## config.mk

```make
export PLATFORM = sky130hd
export DESIGN_NAME = shared_timer_arb
export DESIGN_NICKNAME = d
export VERILOG_FILES = /design/src/rtl/shared_timer_pkg.sv /design/src/rtl/shared_timer_arb_rr_pick.sv /design/src/rtl/shared_timer_arb.sv
export SDC_FILE = /design/constraint.sdc
export NUM_CORES = 1
export LEC_CHECK = 0
export CELL_PAD_IN_SITES_DETAIL_PLACEMENT = 0
export CELL_PAD_IN_SITES_GLOBAL_PLACEMENT = 2
export CORE_AREA = 5 5 103 202
export DETAILED_ROUTE_END_ITERATION = 12
export DIE_AREA = 0 0 108 207
export GPL_TIMING_DRIVEN = 1
export MAX_ROUTING_LAYER = met4
export PLACE_DENSITY_LB_ADDON = 0.1
export SYNTH_ARGS = -nofsm -noshare
export SYNTH_HDL_FRONTEND = slang
export SYNTH_HIERARCHICAL = 1
export SYNTH_SLANG_ARGS = --single-unit
```

## constraint.sdc

```tcl
create_clock -name clk -period 12.1 [get_ports clk]
set_input_delay 2.42 -clock clk [delete_from_list [all_inputs] [get_ports clk]]
set_output_delay 2.42 -clock clk [all_outputs]
set_load 0.01 [all_outputs]
```

## src/rtl/shared_timer_pkg.sv

```systemverilog
// Shared definitions for the shared timer arbiter: FSM state encoding and default sizes.
package shared_timer_pkg;

    localparam int DEF_NREQ  = 4;
    localparam int DEF_WIDTH = 32;

    typedef enum logic [1:0] {
        ST_IDLE  = 2'd0,
        ST_COUNT = 2'd1,
        ST_DONE  = 2'd2
    } state_t;

endpackage

```

## src/rtl/shared_timer_arb_rr_pick.sv

```systemverilog
// Combinational winner selection for the shared timer: round-robin after i_ptr,
// or lowest-index-wins when SHARED_TIMER_FIXED_PRIO_EN is defined.
module rr_pick
    import shared_timer_pkg::*;
#(
    parameter int NREQ = DEF_NREQ,
    parameter int PW   = $clog2(NREQ)
) (
    input  logic [NREQ-1:0] i_req,
    input  logic [PW-1:0]   i_ptr,
    output logic [NREQ-1:0] o_onehot,
    output logic [PW-1:0]   o_idx,
    output logic            o_valid
);

`ifdef SHARED_TIMER_FIXED_PRIO_EN
    logic [PW-1:0] w_unused_ptr;
    assign w_unused_ptr = i_ptr;

    // Scan from the top down so the lowest set index is the last to overwrite.
    always_comb begin
        o_onehot = '0;
        o_idx    = '0;
        o_valid  = 1'b0;
        for (int k = NREQ - 1; k >= 0; k--) begin
            if (i_req[k]) begin
                o_onehot    = '0;
                o_onehot[k] = 1'b1;
                o_idx       = PW'(k);
                o_valid     = 1'b1;
            end
        end
    end
`else
    logic [PW-1:0] w_j;

    // Scan from farthest to nearest after i_ptr; the nearest set bit wins.
    always_comb begin
        o_onehot = '0;
        o_idx    = '0;
        o_valid  = 1'b0;
        w_j      = '0;
        for (int k = NREQ; k >= 1; k--) begin
            w_j = PW'((int'(i_ptr) + k) % NREQ);
            if (i_req[w_j]) begin
                o_onehot      = '0;
                o_onehot[w_j] = 1'b1;
                o_idx         = w_j;
                o_valid       = 1'b1;
            end
        end
    end
`endif

endmodule

```

## src/rtl/shared_timer_arb.sv

```systemverilog
// Shares one up-counter between NREQ timer clients: grant, count dur cycles, pulse done.
// SHARED_TIMER_FIXED_PRIO_EN selects fixed lowest-index priority instead of round-robin.
module shared_timer_arb
    import shared_timer_pkg::*;
#(
    parameter int NREQ  = DEF_NREQ,
    parameter int WIDTH = DEF_WIDTH
) (
    input  logic                  clk,
    input  logic                  rst,
    input  logic [NREQ-1:0]       req,
    input  logic [NREQ*WIDTH-1:0] dur,
    input  logic                  abort,
    output logic [NREQ-1:0]       gnt,
    output logic [NREQ-1:0]       done,
    output logic                  busy,
    output logic [WIDTH-1:0]      cnt_out
);

    localparam int PW = $clog2(NREQ);

    state_t            r_state;
    logic [NREQ-1:0]   r_gnt;
    logic [NREQ-1:0]   r_done;
    logic [WIDTH-1:0]  r_cnt;
    logic [WIDTH-1:0]  r_dur_lat;
    logic [PW-1:0]     w_ptr;
    logic [NREQ-1:0]   w_onehot;
    logic [PW-1:0]     w_idx;
    logic              w_valid;
    logic [WIDTH-1:0]  w_dur_win;

`ifdef SHARED_TIMER_FIXED_PRIO_EN
    assign w_ptr = '0;
`else
    logic [PW-1:0] r_ptr;
    assign w_ptr = r_ptr;

    // Pointer moves on every grant, so an aborted interval still rotates priority.
    always_ff @(posedge clk or posedge rst) begin
        if (rst)
            r_ptr <= PW'(NREQ - 1);
        else if (r_state == ST_IDLE && w_valid)
            r_ptr <= w_idx;
    end
`endif

    rr_pick #(.NREQ(NREQ), .PW(PW)) u_pick (
        .i_req   (req),
        .i_ptr   (w_ptr),
        .o_onehot(w_onehot),
        .o_idx   (w_idx),
        .o_valid (w_valid)
    );

    assign w_dur_win = dur[int'(w_idx)*WIDTH +: WIDTH];

    always_ff @(posedge clk or posedge rst) begin
        if (rst) begin
            r_state   <= ST_IDLE;
            r_gnt     <= '0;
            r_done    <= '0;
            r_cnt     <= '0;
            r_dur_lat <= '0;
        end else begin
            r_done <= '0;
            case (r_state)
                ST_IDLE: begin
                    if (w_valid) begin
                        r_state   <= ST_COUNT;
                        r_gnt     <= w_onehot;
                        r_cnt     <= '0;
                        r_dur_lat <= (w_dur_win == '0) ? WIDTH'(1) : w_dur_win;
                    end
                end
                ST_COUNT: begin
                    // Abort takes precedence over the terminal count.
                    if (abort) begin
                        r_state <= ST_IDLE;
                        r_gnt   <= '0;
                        r_cnt   <= '0;
                    end else if (r_cnt == r_dur_lat - WIDTH'(1)) begin
                        r_state <= ST_DONE;
                        r_done  <= r_gnt;
                    end else begin
                        r_cnt <= r_cnt + WIDTH'(1);
                    end
                end
                default: begin
                    r_state <= ST_IDLE;
                    r_gnt   <= '0;
                    r_cnt   <= '0;
                end
            endcase
        end
    end

    assign gnt     = r_gnt;
    assign done    = r_done;
    assign busy    = (r_state != ST_IDLE);
    assign cnt_out = r_cnt;

endmodule

```

Word-level counts from Yosys, hierarchy flattened
Cells that the tools add are included.
Word-level totals
  flip-flop bits (word level): 76
  word-level logic and storage cells: 82
Cells by class
  add/subtract/negate cells: 6
  $lt $le $gt $ge: 8
  equality and inequality tests: 6
  shifts and indexed selects: 1
  mux-type cells: 43
  reductions and logical operators: 12
Operator list (number)
  $mux W32: 4
  $shiftx A128 B8 Y32: 1
  $pmux W32 S2: 1
  $mux W4: 9
  $add A32 B1 Y32 const B: 1
  $eq A32 B32 Y1: 1
  $logic_not A32 Y1: 1
  $sub A32 B1 Y32 const B: 1
  $mux W2: 7
  $lt A2 B3 Y1 const B: 4
  $mux W1: 12
  $bmux W1 S2: 4
  $demux W1 S2: 4
  $ge A2 B1 Y1 const B: 4
  $pmux W4 S2: 1
  $reduce_and A2 Y1: 4
  $ne A3 B3 Y1 const B: 2
  $logic_and A1 B1 Y1: 5
  $add A2 B1 Y2 const B: 2
  $add A2 B2 Y2 const B: 2
  $ne A2 B2 Y1 const B: 2
  $pmux W2 S2: 1
  $eq A2 B1 Y1 const B: 1
  $logic_not A2 Y1: 1
  $reduce_bool A2 Y1: 1

Longest topological paths before layout
  depth after elaboration: 11
  mapped depth: 16
  gate-level depth less buffers: 12

Modules after synthesis
The synthesis kept the hierarchy.
By module, submodules not included
  shared_timer_arb: instances 1, cells each 530, area an instance 5436.5 µm²
  rr_pick: instances 1, cells each 70, area an instance 553.0 µm²

Worst setup path before layout
Ideal clock, no wire load.
  kind: input to register
  start point: input port req[0]
  end point: register r_dur_lat[0]
  setup time: 0.077 ns
  data arrival time: 5.327 ns
  setup slack: 6.696 ns
  stages on the path: 13
  buffers on the path: 3
  cells stage by stage: clkbuf_2 mux2_2 a21oi_1 o32ai_1 a211oi_1 clkbuf_1 buf_1 mux4_2 nor4_1 nand4_1 nor2_1 nor2_1 a21oi_1
On the way
  cells in the longest elaborated chain, start to end: 9
Ends and longest elaborated chain
  start: declaration: RTL line shared_timer_arb.sv:11  | input logic [NREQ-1:0] req,
  $bmux W1 S2: RTL line shared_timer_arb_rr_pick.sv:45  | if (i_req[w_j]) begin
  $mux W1 (not written as such): RTL line shared_timer_arb_rr_pick.sv:45
  $mux W2 (3 in a row): RTL line shared_timer_arb_rr_pick.sv:45
  $mux W2 (*): RTL line shared_timer_arb_rr_pick.sv:45
  named net w_idx[0]: RTL line shared_timer_arb.sv:29  | logic [PW-1:0] w_idx;
  $shiftx A128 B8 Y32 (*): RTL line shared_timer_arb.sv:56  | assign w_dur_win = dur[int'(w_idx)*WIDTH +: WIDTH];
  $logic_not A32 Y1: RTL line shared_timer_arb.sv:73  | r_dur_lat <= (w_dur_win == '0) ? WIDTH'(1) : w_dur_win;
  $mux W32 (*): RTL line shared_timer_arb.sv:73
  end signal: assignment: RTL line shared_timer_arb.sv:73
  end: declaration: RTL line shared_timer_arb.sv:26  | logic [WIDTH-1:0] r_dur_lat;
The timed path passes the listed nets; every way through them passes the cells marked *. The select of a mux whose other input is x is not followed.
A chain may end at the register's enable or synchronous reset.

Final worst setup path
  start point: input port req[3]
  end point: register r_dur_lat[0]
The elaborated chain is that of the path after synthesis.

==> results.md <==
- Startpoint Class: input pin
- 1st-pass router iterations: 4
- Cells after DPL: between 900 and 1000
- Critical Path Max Stage Delay: just under 0.7 ns
- CTS tree: built
- CTS H-tree depth: 3
- Switching share of power: 0.420
- Final Max Slew Viols: 0
- Largest net degree at the start of global routing: between 70 and 80
- Worst Path Max Fanout: 33
- Hold EP: done[0]
- Sink Count: 76
- Fin worst setup slack: about 6.2 ns
- Slew Limit Headroom: 0.209
- Highest Clock Rate: between 150 and 200 MHz
- Die ar.: between 20000 and 25000 µm²
- CP Cell Sequence: clkdlybuf4s50_1, mux4_1, nor2_1, a211oi_4, buf_4, mux4_2, nor4_1, nand4_1, nor2_1, nor2_1, a21oi_1
- Highest-delay cell along the critical path: clkdlybuf4s50_1
- Fraction of registers with async set/reset: 1.00
- Root Buffer: clkbuf_16
- CP required: 12.36 ns
- Sequential fraction of the synthesis area: 0.318
- Pin slew with the least headroom to its limit: 1.19 ns
- Layout Cells excl Fill: approximately 1000
- Commonest cells in the netlist: dfrtp_1 (74), a21oi_1 (43), o21ai_0 (37)
- Worst reg2reg path endpoint: r_dur_lat[0]
- Crit Path Class: in2reg
- Post-synth cell types: 72
- Cells after synthesis: 600
- Final min period: ~6 ns
- Initial antenna violation count: 2
- Die Span X: between 100 and 150 µm
- Post-CTS setup buffers: 0
- Max-cap violations: 0
- Nets: 892
- Drt total wl: approximately 23000 µm
- Hold Path Class: reg2reg
- Final worst path period share: 0.485
- Post-Place Setup Slack: 5.89 ns
- Post-Synthesis Cell Area: 5990 µm²
- Clk Latency, worst-skew pair: 0.35 ns
- R2r setup slk: between 7 and 8 ns
- Clock transition at the registers of the reported paths: roughly 0.06 ns
- Yosys reg bits: between 70 and 80
- Synth warn: 6
- P_int: ~0.00095 W
- Number of routed nets with antenna violations: 0
- Setup Skew: between 0.01 and 0.015 ns
- P&R area growth vs syn: 36.5%
- RSZ-0062 raised after global routing: false
- Most common cell on crit path: nor2_1
- WL per Instance: between 20 and 25 µm
- Post-CTS Resized: 0
- Post-synth top area cell: dfrtp_1
- Port buffer count: 175
- Mapped Avg Cell Area: between 9 and 10 µm²
- WP data arrival: 6.14 ns
- GRT Total Usage: 0.216
- Endpoint type of the worst setup path: register
- Clock share of power: 0.156
- Vias: ~5500
- Worst hold stages: 1
- Placed inst area: 7890 µm²
- Number of global-route vias before repair: ~6000
- Pwr Density: just over 200 nW/µm²
- # IOs: about 180
- Count leader, synth: dfrtp_1
- Overflow after GRT: 0
- Layout cell share with drive strength beyond 1: 0.145
- Starting Density: 0.314
- Cell Rows: 72
- Comb pwr share: 0.558
- Die H: ~210 µm
- DR iter-0 viols: about 240
- Worst Reg-to-Reg Cells: 13
- First-pass GRT wire length: roughly 35000 µm
- Flop pwr share: 0.286
- Routed vias/inst: 5.43
- Remaining DRCs: 0
- Post-synth EDFFs: 0
- Final Hold Viols: 0
- Leakage: approximately 2.9 nW
- Outcome: complete, no violations
- Setup Viol. Count Final: 0
- Setup TNS: 0 ns
- Net Sw Power: 0.000690 W
- Critical R2R Launch: r_ptr[0]
- TritonCTS buffer count: 9
- Post-Layout Inst Area: between 8000 and 9000 µm²
- Core Area: roughly 19000 µm²
- Syn Nets: between 700 and 800
- CTS max path bufs: 2
- Hold Crit Start: gnt[0]
- DP Wirelength: ~18000 µm
- Final GP Congestion: approximately 0.84
- Top cells by area, synth: dfrtp_1 (31%), mux4_2 (12%), mux2_2 (6.2%), xnor2_1 (3.8%), a21oi_1 (3.6%)
- Peak supply drop: roughly 170 µV
- Yosys top cell area share: 0.309
- Most used DFF post-synth: dfrtp_1
- Util after Layout: 0.428
- CTS hold repair buffers: 0
worst max-delay path, delay by kind of cell:
family	cells	cell delay, ns
and+or+nand+nor	5	0.99
AOI/OAI and AO/OA	2	0.35
muxes	2	1.09
buffers and inverters	2	1.22
power groups by stage:
stage	clock, W	combinational (W)	sequential (W)
6_report	0.000257	0.000917	0.000470
5_1_grt	0.000276	0.00100	0.000485
4_1_cts	0.000266	0.000926	0.000472
3_5_place_dp	0	0.000921	0.000476
3_3_place_gp	0	0.000916	0.000477
2_1_floorplan	0	0.000722	0.000403
placed cells by master, fill, tap and decap left out, types with 4 or more instances in the layout:
cell             synthesis  layout
inv_1                   17      16
or4_1                   15      15
or3_1                   25      25
nand4_1                 20      20
clkbuf_16                0       9
mux2_2                  33      33
nor2_1                  23      22
nor4_1                  17      17
mux4_2                  32      32
nand2_1                 28      28
o21ai_0                 37      37
xor2_1                  17      17
buf_4                    4       5
nand3_1                 15      15
a32oi_1                  4       4
a31oi_1                  5       5
and3_1                  11      11
a22o_1                   4       4
a21oi_1                 43      43
a211oi_1                 6       4
and2_1                   7       7
clkdlybuf4s50_1          0     175
nor3_1                  16      16
o31ai_1                 14      14
ha_1                     8       8
xnor2_1                 26      26
dfrtp_1                 74      74
worst max-delay path by stage:
stage / start / end / slack [ns] / cells past startpoint
6_report: req[3] / r_dur_lat[0] / 6.23 / 11
5_1_grt: req[3] / r_dur_lat[0] / 5.94 / 11
4_1_cts: req[0] / r_dur_lat[0] / 6.24 / 11
3_5_place_dp: req[0] / r_dur_lat[0] / 5.89 / 11
3_3_place_gp: req[0] / r_dur_lat[0] / 5.93 / 11
2_1_floorplan: req[0] / r_dur_lat[0] / 6.70 / 13
metal layers:
metal  track usage  vias to the layer above  wire, µm
met5             -                        -         0
met4        0.0684                        0       499
met3        0.0218                       28       542
met2         0.375                      104     12600
met1         0.258                     2757      9290
li1              -                     2627         -
flip-flops by register name (all words and copies together), names as in the netlist:
| signal | flops |
|---|---|
| r_ptr | 2 |
| gnt | 4 |
| r_state | 2 |
| r_dur_lat | 32 |
| cnt_out | 32 |
| done | 4 |
cell families (layout without fill, tap and decap cells):
group / Yosys count / in the layout / synth area share
adders and majority gates: 9 / 9 / 0.0184
xor gates and xnor gates: 43 / 43 / 0.0629
DFF: 76 / 76 / 0.318
buffers and inverters: 60 / 214 / 0.0526
and+or+nand+nor: 201 / 201 / 0.197
AOI/OAI and AO/OA: 141 / 141 / 0.155
other: 0 / 2 / 0
muxes: 70 / 70 / 0.196
through the flow:
stage          hold WS [ns]  total power [W]
2_1_floorplan         0.502          0.00113
3_3_place_gp          0.505          0.00139
3_5_place_dp          0.514          0.00140
4_1_cts               0.528          0.00166
5_1_grt               0.552          0.00176
6_report              0.520          0.00164
cell type report:
cell class              instances  area [µm²]
multi-input cells             464        3800
clock buffers                  12         256
well taps                     259         324
inverters                      18        67.6
fillers                      1911       10900
clock inverters                 4        23.8
repair buffers                180        1790
flip-flops and latches         76        1900
diodes                          2        5.00
No activity file was read; power rests on OpenSTA's default activity.
==> edit: new RTL, config.mk and constraints unchanged <==
Reset style: synchronous (`rst`), changed in 2 clocked blocks.
--- a/src/rtl/shared_timer_arb.sv
+++ b/src/rtl/shared_timer_arb.sv
@@ -38,5 +38,5 @@
 
     // Pointer moves on every grant, so an aborted interval still rotates priority.
-    always_ff @(posedge clk or posedge rst) begin
+    always_ff @(posedge clk) begin
         if (rst)
             r_ptr <= PW'(NREQ - 1);
@@ -56,5 +56,5 @@
     assign w_dur_win = dur[int'(w_idx)*WIDTH +: WIDTH];
 
-    always_ff @(posedge clk or posedge rst) begin
+    always_ff @(posedge clk) begin
         if (rst) begin
             r_state   <= ST_IDLE;
Formal check against the unedited RTL: differs if rst is asserted again (counterexample within 4 cycles, from zero or initial values and one cycle with rst high); with rst held inactive, the same outputs for 4 cycles.
==> edit against the original RTL <==
  * Register-to-register slack lost 0.45 ns
  * Setup slack lost 0.41 ns
  * Sequential power decreased by 31%
  * Routed wire length is 1.9% lower
  * Sequential cell count unchanged
  * Area after synthesis down 0.98%
  * Maximum frequency down 6.5%
  * Design area grew 0.12%
  * Total power down 30%
  * Die area is the same
  * Critical path depth is 2 higher
==> edit: results (changes against the original RTL) <==
Setup WS pre-CTS - 5.49 ns (was 5.89 ns)
Synth Area per Inst - 8.92 um2 (was 9.98 um2)
DRT Pass-1 Iters - 5 (was 4)
Commonest cells post-synth - dfxtp_1 (76), nor2_1 (64), nand2_1 (39) (was dfrtp_1 (74), a21oi_1 (43), o21ai_0 (37))
global-route wire length before repair - 34,400 um (was 35,500 um)
worst-margin pin slew - 1.16 ns (was 1.19 ns)
area leader, netlist - dfxtp_1 (was dfrtp_1)
Worst VDD drop - 0.0504 mV (was 0.170 mV)
vias in the first global route - 6,035 (was 5,958)
sequential area share after synthesis - 0.257 (was 0.318)
crit-path max FO - 18 (was 33)
routed len/inst - 20.9 um (was 22.6 um)
vias per cell - 5.53 (was 5.43)
Post-DP HPWL - 18,200 um (was 17,900 um)
Setup Skew - 0.00818 ns (was 0.0146 ns)
Total Routing Usage GR - 0.206 (was 0.216)
pin count of the biggest net entering global routing - 50 (was 77)
Post-Syn Nets - 808 (was 743)
Hold WS - 0.507 ns (was 0.520 ns)
status - finished clean (unchanged)
Int Pwr - 0.000732 W (was 0.000954 W)
Non-Filler Instances - 1,076 (was 1,015)
distinct cell type count after synthesis - 83 (was 72)
Starting Density - 0.311 (was 0.314)
first-iteration detailed-routing DRC count - 283 (was 242)
-- edit: cell families after synthesis --
| family | Yosys count | synth area share |
|---|---|---|
| and+or+nand+nor | 277 | 0.262 |
| AOI/OAI and AO/OA | 154 | 0.197 |
| DFF | 76 | 0.257 |
| buffers and inverters | 63 | 0.0536 |
| muxes | 47 | 0.153 |
| xor gates and xnor gates | 40 | 0.0614 |
| adders and majority gates | 8 | 0.0169 |
-- edit: final cells by class --
type / count / area (um2)
fill: 1948 / 10900
multi-input combinational: 526 / 4120
timing repair buffer: 184 / 1810
sequential: 76 / 1520
tap: 259 / 324
clock buffer: 12 / 256
clock inverter: 4 / 95.1
inverter: 14 / 52.6
antenna: 1 / 2.50
-- edit: power groups by stage --
stage	logic (W)	registers (W)	clock network (W)
after CTS	0.000507	0.000324	0.000327
after detailed placement	0.000505	0.000330	0
after global routing	0.000548	0.000328	0.000338
after floorplan	0.000365	0.000307	0
after global placement	0.000503	0.000331	0
final	0.000503	0.000324	0.000317
-- edit: metrics by stage --
| step | area [um2] | power (W) | utilization |
|---|---|---|---|
| floorplan | 5930 | 0.000671 | - |
| global placement | 7830 | 0.000834 | 0.410 |
| detailed placement | 7830 | 0.000835 | 0.410 |
| CTS | 8180 | 0.00116 | 0.428 |
| global route | 8180 | 0.00121 | 0.428 |
| finish | 8180 | 0.00114 | 0.428 |
-- edit: path summary, 6_finish.rpt --
kind | from | to
max reg2reg | r_ptr[0] | r_dur_lat[31]
min | gnt[1] | done[1]
max | req[0] | r_dur_lat[31]
min reg2reg | gnt[1] | done[1]
-- edit: layer usage --
metal	track usage	part of all wire	routed length, um	vias to the layer above
li1	-	-	-	2904
met1	0.232	0.39	8870	2849
met2	0.368	0.54	12200	163
met3	0.0259	0.038	861	32
met4	0.0706	0.027	618	0
met5	-	0	0	-
-- edit: critical path, cell delays in order --
cell and delay [ns]:
clkdlybuf4s50_1 0.58, mux4_2 0.55, a221o_1 0.37, a221oi_4 0.25, buf_4 0.35, mux4_2 0.58, nor4_1 0.44, nand4_1 0.14
nor2_1 0.17, nor2_2 0.15, buf_4 0.23, a22oi_1 0.17, nor2_1 0.06
